## config.mk

```make
export PLATFORM = sky130hd
export DESIGN_NAME = cv32e40p_wb_stage
export DESIGN_NICKNAME = d
export VERILOG_FILES = /design/src/rtl/cv32e40p_pkg.sv /design/src/rtl/cv32e40p_load_align.sv /design/src/rtl/cv32e40p_wb_stage.sv
export SDC_FILE = /design/constraint.sdc
export NUM_CORES = 1
export LEC_CHECK = 0
export CORE_MARGIN = 1.5
export CORE_UTILIZATION = 49
export DETAILED_ROUTE_END_ITERATION = 16
export GPL_ROUTABILITY_DRIVEN = 0
export PLACE_DENSITY = 0.85
export SKIP_CTS_REPAIR_TIMING = 1
export SLEW_MARGIN = 20
export SYNTH_ARGS = -nofsm -noshare
export SYNTH_HDL_FRONTEND = slang
export SYNTH_SLANG_ARGS = --single-unit
```

## constraint.sdc

```tcl
create_clock -name clk -period 3.85 [get_ports clk]
set_clock_uncertainty 0.2 [all_clocks]
set_input_delay 0.77 -clock clk [delete_from_list [all_inputs] [get_ports clk]]
set_output_delay 0.77 -clock clk [all_outputs]
set_load 0.1 [all_outputs]
```

## src/rtl/cv32e40p_pkg.sv

```systemverilog
// Shared types for the cv32e40p write-back stage: FSM states and load size/extension encodings.
package cv32e40p_pkg;

  typedef enum logic [1:0] {
    IDLE        = 2'd0,
    WAIT_RESP   = 2'd1,
    WAIT_SECOND = 2'd2
  } wb_state_e;

  // Load size; 2'b11 is also treated as a byte.
  localparam logic [1:0] WB_WORD = 2'b00;
  localparam logic [1:0] WB_HALF = 2'b01;
  localparam logic [1:0] WB_BYTE = 2'b10;

  localparam logic [1:0] WB_EXT_ZERO = 2'b00;
  localparam logic [1:0] WB_EXT_SIGN = 2'b01;
  localparam logic [1:0] WB_EXT_ONE  = 2'b10;

endpackage

```

## src/rtl/cv32e40p_load_align.sv

```systemverilog
// Combinational load alignment: rotate or merge the response words, then zero/sign/one-extend the field.
module cv32e40p_load_align
  import cv32e40p_pkg::*;
#(
  parameter int DATA_W = 32
) (
  input  logic [DATA_W-1:0] residual,
  input  logic [DATA_W-1:0] rdata,
  input  logic [1:0]        data_type,
  input  logic [1:0]        offset,
  input  logic [1:0]        sign_ext,
  input  logic              misaligned,
  output logic [DATA_W-1:0] wdata
);

  function automatic logic [DATA_W-1:0] ext_half(input logic [15:0] h, input logic [1:0] mode);
    logic signed [15:0] hs;
    hs = h;
    case (mode)
      WB_EXT_SIGN: ext_half = DATA_W'(hs);
      WB_EXT_ONE:  ext_half = {{(DATA_W-16){1'b1}}, h};
      default:     ext_half = {{(DATA_W-16){1'b0}}, h};
    endcase
  endfunction

  function automatic logic [DATA_W-1:0] ext_byte(input logic [7:0] b, input logic [1:0] mode);
    logic signed [7:0] bs;
    bs = b;
    case (mode)
      WB_EXT_SIGN: ext_byte = DATA_W'(bs);
      WB_EXT_ONE:  ext_byte = {{(DATA_W-8){1'b1}}, b};
      default:     ext_byte = {{(DATA_W-8){1'b0}}, b};
    endcase
  endfunction

  // A single right shift covers both the aligned rotate ({rdata,rdata}) and the
  // two-word merge ({second,residual}); the wanted field always lands at bit 0.
  logic [2*DATA_W-1:0] src;
  logic [2*DATA_W-1:0] src_sh;
  logic [DATA_W-1:0]   shifted;

  assign src     = misaligned ? {rdata, residual} : {rdata, rdata};
  assign src_sh  = src >> {offset, 3'b000};
  assign shifted = src_sh[DATA_W-1:0];

  always_comb begin
    case (data_type)
      WB_WORD: wdata = shifted;
      WB_HALF: wdata = ext_half(shifted[15:0], sign_ext);
      default: wdata = ext_byte(shifted[7:0], sign_ext);
    endcase
  end

endmodule

```

## src/rtl/cv32e40p_wb_stage.sv

```systemverilog
// Write-back stage: collects LSU load responses, aligns/merges them and retires the custom lui flag.
// Optional CV32E40P_WB_CSTM_CHECK_EN adds the registered cstm_alert_o countermeasure check.
module cv32e40p_wb_stage
  import cv32e40p_pkg::*;
#(
  parameter int ADDR_W = 6,
  parameter int DATA_W = 32
) (
  input  logic              clk,
  input  logic              rst_n,
  input  logic              ex_valid_i,
  output logic              wb_ready_o,
  input  logic              lsu_load_i,
  input  logic [ADDR_W-1:0] regfile_waddr_i,
  input  logic [1:0]        data_type_i,
  input  logic [1:0]        data_sign_ext_i,
  input  logic [1:0]        data_reg_offset_i,
  input  logic              data_misaligned_i,
  input  logic              lsu_rvalid_i,
  input  logic [DATA_W-1:0] lsu_rdata_i,
  input  logic              lsu_err_i,
  input  logic              cstm_lui_executed_i,
  output logic              regfile_we_o,
  output logic [ADDR_W-1:0] regfile_waddr_o,
  output logic [DATA_W-1:0] regfile_wdata_o,
  output logic              load_err_o,
  output logic              cstm_lui_executed_o
`ifdef CV32E40P_WB_CSTM_CHECK_EN
  ,
  output logic              cstm_alert_o
`endif
);

  wb_state_e         state, state_n;
  logic [ADDR_W-1:0] cap_waddr;
  logic [1:0]        cap_type, cap_sext, cap_off;
  logic              cap_mis, cap_cstm;
  logic              nl_vld_q;
  logic [DATA_W-1:0] residual;
  logic [DATA_W-1:0] align_data;
  logic              accept, resp_done, split;

  // Error on the first half of a split load also terminates the transaction.
  assign resp_done = lsu_rvalid_i & ((state == WAIT_SECOND) |
                                     ((state == WAIT_RESP) & (~cap_mis | lsu_err_i)));
  assign split     = lsu_rvalid_i & (state == WAIT_RESP) & cap_mis & ~lsu_err_i;
  assign wb_ready_o = (state == IDLE) | resp_done;
  assign accept     = ex_valid_i & wb_ready_o;

  always_comb begin
    state_n = state;
    if (accept)         state_n = lsu_load_i ? WAIT_RESP : IDLE;
    else if (resp_done) state_n = IDLE;
    else if (split)     state_n = WAIT_SECOND;
  end

  always_ff @(posedge clk or negedge rst_n) begin
    if (!rst_n) begin
      state     <= IDLE;
      cap_waddr <= '0;
      cap_type  <= '0;
      cap_sext  <= '0;
      cap_off   <= '0;
      cap_mis   <= 1'b0;
      cap_cstm  <= 1'b0;
      nl_vld_q  <= 1'b0;
      residual  <= '0;
    end else begin
      state    <= state_n;
      nl_vld_q <= accept & ~lsu_load_i;
      if (accept) begin
        cap_waddr <= regfile_waddr_i;
        cap_type  <= data_type_i;
        cap_sext  <= data_sign_ext_i;
        cap_off   <= data_reg_offset_i;
        cap_mis   <= data_misaligned_i;
        cap_cstm  <= cstm_lui_executed_i;
      end
      if (split) residual <= lsu_rdata_i;
    end
  end

  cv32e40p_load_align #(.DATA_W(DATA_W)) u_load_align (
    .residual   (residual),
    .rdata      (lsu_rdata_i),
    .data_type  (cap_type),
    .offset     (cap_off),
    .sign_ext   (cap_sext),
    .misaligned (state == WAIT_SECOND),
    .wdata      (align_data)
  );

  assign regfile_we_o        = resp_done & ~lsu_err_i;
  assign regfile_waddr_o     = regfile_we_o ? cap_waddr : '0;
  assign regfile_wdata_o     = regfile_we_o ? align_data : '0;
  assign load_err_o          = resp_done & lsu_err_i;
  assign cstm_lui_executed_o = (regfile_we_o | nl_vld_q) & cap_cstm;

`ifdef CV32E40P_WB_CSTM_CHECK_EN
  logic alert_q;
  always_ff @(posedge clk or negedge rst_n) begin
    if (!rst_n) alert_q <= 1'b0;
    else        alert_q <= (load_err_o & cap_cstm) | (accept & lsu_load_i & cstm_lui_executed_i);
  end
  assign cstm_alert_o = alert_q;
`endif

endmodule

```

# == After elaboration in Yosys (flattened, before gate mapping) ==
# Index checks and enable logic that the tools add are counted.
# totals
inputBits,52
reg_bits,49
output_inout_bits,42
# op_classes
n_reduce_logical,3
shift,1
bitwise,17
muxes,10
eq_ne,5
# ops
cell,count
$pmux 32 s2,3
$mux 32,2
$shr 64x5->32,1
$and 1x1->1,10
$eq 2x1->1 const B,3
$mux 2,3
$mux 6,1
$eq 2x2->1 const B,2
$logic_not 2->1,2
$or 1x1->1,4
$not 1->1,3
$reduce_bool 3->1,1
$mux 1,1

# == Logic depth before layout (Yosys ltp) ==
# Gate-level depths: netlist of run 1.
# depth
word_depth,8
mapped_depth,9

# == By module ==
# Synthesis of run 1 repeated with hierarchy kept, for this count alone.
# unflattened
cells_unflattened,416
area_unflattened_um2,3834.9
# by_module_without_submodules
module,cells_per_inst,area_per_inst_um2,n_inst,seq_area_each_um2
cv32e40p_wb_stage,199,2258.4,1,1226.2
cv32e40p_load_align,217,1576.5,1,0.0

# == Worst setup path before layout of run 1 ==
# Ideal clock, no wire load.
# synth_timing
kind,input to output
start,input port lsu_rvalid_i
end,output port regfile_wdata_o[11]
stages,6
t_required_ns,2.880
path_slack_ns,-0.558
arrival_ns,3.438
n_path_buf,1
path_cell_list,nor2b_1 o21ai_2 clkinv_1 a41oi_4 buf_6 a21oi_1
# synth_between
elab_chain_cells,3
# synth_rtl
element,line_no,text
start: declaration,cv32e40p_wb_stage.sv:19,"input logic lsu_rvalid_i,"
$and 1x1->1,cv32e40p_wb_stage.sv:44,assign resp_done = lsu_rvalid_i & ((state == WAIT_SECOND) |
$and 1x1->1,cv32e40p_wb_stage.sv:93,assign regfile_we_o = resp_done & ~lsu_err_i;
named net regfile_we_o,cv32e40p_wb_stage.sv:23,"output logic regfile_we_o,"
$mux 32,cv32e40p_wb_stage.sv:95,assign regfile_wdata_o = regfile_we_o ? align_data : '0;
end: declaration,cv32e40p_wb_stage.sv:25,"output logic [DATA_W-1:0] regfile_wdata_o,"
# The timed path passes the listed nets, and every way through them passes these cells.

# == Worst setup path in the final report of run 1 ==
# layout_timing
start,input port lsu_rdata_i[7]
end,output port regfile_wdata_o[16]
# layout_between
elab_chain_cells,5
elab_cells_between_ends,6
cone_classes,shift: 1; mux: 5
# layout_rtl
element,line_no,text
start: declaration,cv32e40p_wb_stage.sv:20,"input logic [DATA_W-1:0] lsu_rdata_i,"
$mux 32,cv32e40p_load_align.sv:42,"assign src = misaligned ? {rdata, residual} : {rdata, rdata};"
$shr 64x5->32 (*),cv32e40p_load_align.sv:43,"assign src_sh = src >> {offset, 3'b000};"
"$pmux 32 s2, on equally long branches","cv32e40p_load_align.sv:29, cv32e40p_load_align.sv:19",
$pmux 32 s2 (*),cv32e40p_load_align.sv:47,case (data_type)
$mux 32 (*),cv32e40p_wb_stage.sv:95,
# Mark *: on every way between the ends. The rest lies on a longest branch, timed or not.

==> summary.txt, run 1 <==
Clk buf depth -> 2
Most common cell on crit path -> buf_12
Die Y-Extent -> 87.5 microns
Layout cells sized above 1 -> 0.345
Outcome -> completed
Die ar. -> 0.00766 sq mm
Vias in the first global route -> 2980
H-Tree Depth -> 2
Leading area contributor after synthesis -> dfrtp_1
Xor and xnor area share after synthesis -> 0.00250
Die Width -> 87.5 microns
Synth warn -> 0
Slew @ Worst Pin -> 631 ps
Peak VDD IR -> 380 uV
Mean post-synth cell area -> 10.9 sq um
Row count -> 30
ANT cells -> 0
Post-synth top area share -> 0.350
Worst rel slew slack -> 0.579
Synth unique cells -> 39
Final Core Density -> 0.733
Max Fclk -> 0.265 GHz
Synth area leaders -> dfrtp_1, mux2_2, mux2i_1
Area growth syn-to-layout -> 43.7%
Filler cell count -> 480
LEAKAGE -> 2.11 nW
Starting Density -> 0.510
Worst-path fanout max -> 24
Final Hold Viols -> 0
Kind of critical path -> input pin to output port
Seq/Total Area, Yosys -> 0.350
First-pass GRT wire length -> 14000 microns
Core Region -> 0.00687 sq mm
Root buffer cell -> clkbuf_8
Routed wire length -> 8870 microns
Synth cell count leaders -> dfrtp_1, mux2_2, mux2i_1, a21oi_1, o21ai_0
HP Class -> input pin to async pin
DRC -> 0
Post-synthesis simple-gate area fraction -> 0.0690
Initial antenna violation count -> 0
Largest family of logic cells by synthesized area -> multiplexers
Fin crit share -> 0.980
Skew-Pair Late Insertion Delay -> 300 ps
Setup_tns -> 0 ps
Port Buffer Count -> 93
Design Area, Final -> 0.00503 sq mm
Slew Viols, Final -> 0
Wire per inst -> 17.5 microns
Largest net degree at the start of global routing -> 36
Final Setup Violations -> 0
Synth Register Bits -> 49
CP Cell Sequence -> clkdlybuf4s50_1 -> mux4_2 -> mux2_4 -> a41oi_4 -> buf_12 -> a21oi_1 -> buf_12
Post-synth EDFFs -> 0
Delay of the slowest critical-path stage -> 490 ps
Mapped Area -> 0.00350 sq mm
Final Net Count -> 464
CTS tree -> yes
Cells after Synth -> 321
Max-Cap Viols -> 0
Multi-input combinational cell area -> 0.00211 sq mm
IO Pins -> 94
Vias -> 2963
Mux cell area share after synthesis -> 0.392
Ys flop type -> dfrtp_1
Via density per instance -> 5.84
Post-place instance area -> 0.00492 sq mm
Syn Nets -> 375
Seq. cell area -> 0.00123 sq mm
Worst EP arrival -> 2800 ps
Compound-cell area share of the yosys netlist -> 0.130
Drt pass-1 iters -> 4
Synth Area in Adders -> 0.00715
Post-route ant nets -> 0
CTS Buf Count -> 5
Pwr dens -> 566 mW/mm^2
Synth async-reset ratio -> 1.00
Sink Count -> 49
Hpwl dp -> 6580 microns
Worst Path Required -> 2880 ps
Worst setup SP type -> input pin
GRT overflow -> 0
Gr usage total -> 0.236
Unrepaired setup endpoints after global routing -> false
Setup crit end kind -> output port
Clock transition at path regs -> 90 ps
CP max stage cell -> mux4_2
Fin crit period -> 3770 ps
Initial drt markers -> 98
==> routing by layer <==
metal,vias up,global-route usage,wire length (microns)
met1,1458,0.284,3500
met4,0,0.0707,125
li1,1365,-,-
met5,-,0,0
met3,16,0.0631,702
met2,124,0.416,4540
==> flip-flops by register name, indices dropped and copies added (netlist names) <==
signal     cells
cap_waddr      6
state          2
cap_off        2
cap_mis        1
residual      32
cap_type       2
cap_cstm       1
nl_vld_q       1
cap_sext       2
==> power by group <==
part	switching, W	internal, W	total (W)
Combinational	0.000898	0.000745	0.00164
Sequential	0.000173	0.000734	0.000907
Clock	0.000173	0.000126	0.000298
==> critical path, delay by kind of cell <==
family,cells,cell delay [ps]
buffers and inverters,3,890
muxes,2,790
AOI/OAI and AO/OA,2,360
==> final cells by class <==
type | count | area share
multi-input combinational | 237 | 0.420
timing repair buffer | 106 | 0.287
sequential | 49 | 0.244
tap | 96 | 0.0239
clock buffer | 5 | 0.0137
inverter | 11 | 0.00820
clock inverter | 3 | 0.00348
==> worst paths after layout <==
| path | start | endpoint | slack (ps) | depth (start not counted) |
|---|---|---|---|---|
| max in group asynchronous | rst_n | residual[22] | 2420 | 2 |
| setup reg to reg | state[1] | cap_sext[1] | 1850 | 4 |
| min in group clk | residual[2] | residual[2] | 290 | 2 |
| setup / recovery | lsu_rdata_i[7] | regfile_wdata_o[16] | 80 | 7 |
| hold reg to reg | residual[2] | residual[2] | 290 | 2 |
| hold / removal | rst_n | residual[20] | 280 | 1 |
==> stage by stage <==
stage / total power, W / std cells / setup slack (ps) / hold WS, ps
5_1_grt: 0.00300 / 507 / 11.8 / 322
3_3_place_gp: 0.00247 / 497 / 159 / 266
3_5_place_dp: 0.00254 / 497 / 105 / 274
4_1_cts: 0.00284 / 505 / 22.1 / 293
2_1_floorplan: 0.00208 / 321 / -558 / 251
6_report: 0.00285 / 507 / 75.1 / 275
==> layout by cell type, fill, tap and decap left out, drive strengths merged, types with 2 or more instances in the layout <==
cell type	netlist	routed
buf	15	56
clkdlybuf4s50	0	50
mux2	50	50
mux2i	49	49
dfrtp	49	49
a21oi	41	41
o21ai	19	19
mux4	14	14
nand2	11	11
nor2	11	11
inv	10	10
and2	7	7
or2	6	6
clkbuf	9	5
a211o	4	4
nor2b	4	4
a211oi	3	3
clkinv	1	3
a31oi	2	2
nand2b	2	2
ha	2	2
==> cell families after synthesis <==
| kind of cell | after synthesis |
|---|---|
| AOI/OAI and AO/OA | 76 |
| xor gates and xnor gates | 1 |
| adders and majority gates | 2 |
| buffers and inverters | 35 |
| DFF | 49 |
| muxes | 113 |
| and+or+nand+nor | 45 |
(Power assumes the default switching activity.)
==> inputs of run 2 (changes only) <==
Settings changed: CORE_MARGIN 1.5 to default, CORE_UTILIZATION 49 to 51, PLACE_DENSITY 0.85 to 0.86, SYNTH_HIERARCHICAL from default to 1.
==> run 2 against run 1 <==
Flip-flop and latch count is the same. Utilization grew 0.98 points. Sequential power grew 1%. Clock power grew 29%. First-iteration DRC count grew to 4.9 times the previous value. Worst setup slack gained 64 ps. Count of clock-buffer cells in the layout is the same. Worst hold slack gained 10 ps. Register-to-register slack gained 170 ps. Synthesized cell count grew 30%. Cell area grew 7.0%. Sequential share of layout area shrank 1.6 points.
==> summary.txt, run 2 <==
Non-Filler Instances -> 601
Outcome -> completed
Leading area contributor after synthesis -> dfrtp_1
Worst-path fanout max -> 8
Pwr dens -> 583 mW/mm^2
Ys flop type -> dfrtp_1
Synth async-reset ratio -> 1.00
Synth cell count leaders -> nand2_1, mux2i_1, dfrtp_1, mux2_2, o21ai_0
LEAKAGE -> 2.27 nW
First-pass GRT wire length -> 17300 microns
Delay of the slowest critical-path stage -> 520 ps
Sink Count -> 49
Max-Cap Viols -> 0
Comb power frac -> 0.585
Final Hold Viols -> 0
Row count -> 31
Syn Nets -> 470
CP max stage cell -> clkdlybuf4s50_1
DRC -> 0
Gr usage total -> 0.285
Slew @ Worst Pin -> 845 ps
Wire per inst -> 17.4 microns
H-Tree Depth -> 2
Switching power -> 0.00138 W
Initial antenna violation count -> 0
HP Class -> input pin to async pin
Setup crit end kind -> output port
Clock transition at path regs -> 90 ps
Fin crit period -> 3710 ps
Fin crit share -> 0.964
Root buffer cell -> clkbuf_8
Post-synth top area share -> 0.320
GRT overflow -> 0
Clk buf depth -> 2
Leading cell types in the layout, fill and taps excluded -> nand2_1, clkdlybuf4s50_1, mux2i_1
Worst Path Required -> 2880 ps
Max FFs per register -> 32
Die Width -> 88.7 microns
Worst EP arrival -> 2740 ps
IO Pins -> 94
Vias in the first global route -> 3604
Routed wire length -> 10400 microns
Skew-Pair Late Insertion Delay -> 300 ps
Die ar. -> 0.00787 sq mm
CTS tree -> yes
Mean post-synth cell area -> 9.22 sq um
Core Region -> 0.00725 sq mm
Worst rel slew slack -> 0.432
Synth unique cells -> 39
Initial drt markers -> 480
Most common cell in the netlist -> nand2_1
Max Fclk -> 0.269 GHz
Int Pwr -> 0.00176 W
Synth area leaders -> dfrtp_1, mux2_2, mux2i_1
Vias -> 3592
Synth warn -> 6
Layout cells sized above 1 -> 0.261
Clock network power share -> 0.122
Drt pass-1 iters -> 5
Biggest register -> residual
Final Setup Violations -> 0
Synth Register Bits -> 49
Unrepaired setup endpoints after global routing -> false
Setup_tns -> 0 ps
CTS Buf Count -> 5
Slew Viols, Final -> 0
Reg2reg path depth -> 4
Kind of critical path -> input pin to output port
Placed insts -> 593
Hpwl dp -> 7580 microns
Worst setup SP type -> input pin
Largest net degree at the start of global routing -> 41
Mapped Area -> 0.00383 sq mm
Largest registers -> residual x32, cap_waddr x6
CP Cell Sequence -> clkdlybuf4s50_1 -> mux2_4 -> nor3_2 -> o41a_4 -> buf_4 -> o21ai_0 -> and2_1 -> buf_12
Via density per instance -> 5.98
Commonest non-fill, non-tap cell in the layout -> nand2_1
Final Net Count -> 555
Cells after Synth -> 416
Post-route ant nets -> 0
Seq pwr share -> 0.293
Filler cell count -> 472
Die Y-Extent -> 88.7 microns
Post-synth EDFFs -> 0
Sw frac -> 0.439
Port Buffer Count -> 93
Starting Density -> 0.529
Peak VDD IR -> 274 uV
Area growth syn-to-layout -> 40.5%
ANT cells -> 0
Seq/Total Area, Yosys -> 0.320
[run 2: cell families (layout without fill, tap and decap cells)]
group                    count (synthesis)  in the layout  synth area share
flip-flops                              49             49             0.320
AND/OR/NAND/NOR                        129            129             0.167
multiplexers                           103            103             0.308
buffers and inverters                   42            128            0.0535
adder cells (fa/ha/maj)                  2              2           0.00652
AO/OA/AOI/OAI                           91             91             0.146
[run 2: power by group through the flow]
stage,clock [W],combinational (W),sequential (W)
2_1_floorplan,0,0.00134,0.000855
3_3_place_gp,0,0.00174,0.000909
3_5_place_dp,0,0.00179,0.000929
4_1_cts,0.000390,0.00181,0.000918
5_1_grt,0.000413,0.00196,0.000959
6_report,0.000384,0.00184,0.000920
[run 2: path summary, 6_finish.rpt]
kind	startpoint	endpoint	slack, ps
max in group asynchronous	rst_n	cap_off[0]	2410
max reg2reg	state[1]	residual[2]	2020
min	rst_n	residual[10]	290
max	lsu_rdata_i[23]	regfile_wdata_o[15]	140
min reg2reg	residual[0]	residual[0]	320
min in group clk	residual[0]	residual[0]	320
[run 2: area by class of cell]
cell class	instances	area, sq um	share of cell area
Multi-Input combinational cell	325	2420	0.449
Sequential cell	49	1230	0.228
Clock buffer	5	68.8	0.0128
Timing Repair Buffer	111	1470	0.273
Clock inverter	3	47.5	0.00883
Inverter	9	33.8	0.00627
Tap cell	99	124	0.0230
[run 2: worst max-delay path, delay by kind of cell]
family / cells / cell delay [ps]
AO/OA/AOI/OAI: 2 / 600
multiplexers: 1 / 180
AND/OR/NAND/NOR: 2 / 290
buffers and inverters: 3 / 890
[run 2: layer usage]
layer / GRT usage / part of all wire
met3: 0.0438 / 0.058
met5: 0 / 0
met4: 0.119 / 0.030
met2: 0.487 / 0.50
met1: 0.360 / 0.41
[run 2: per-stage QoR]
step           area [sq um]   util  setup slack [ps]  total power [W]  hold slack (ps)
6_report               5390  0.743               139          0.00314              285
2_1_floorplan          3830      -               348          0.00220              274
4_1_cts                5380  0.741              87.5          0.00311              307
5_1_grt                5390  0.743              21.3          0.00334              324
3_3_place_gp           5260  0.725               181          0.00265              288
3_5_place_dp           5260  0.725              98.4          0.00272              298
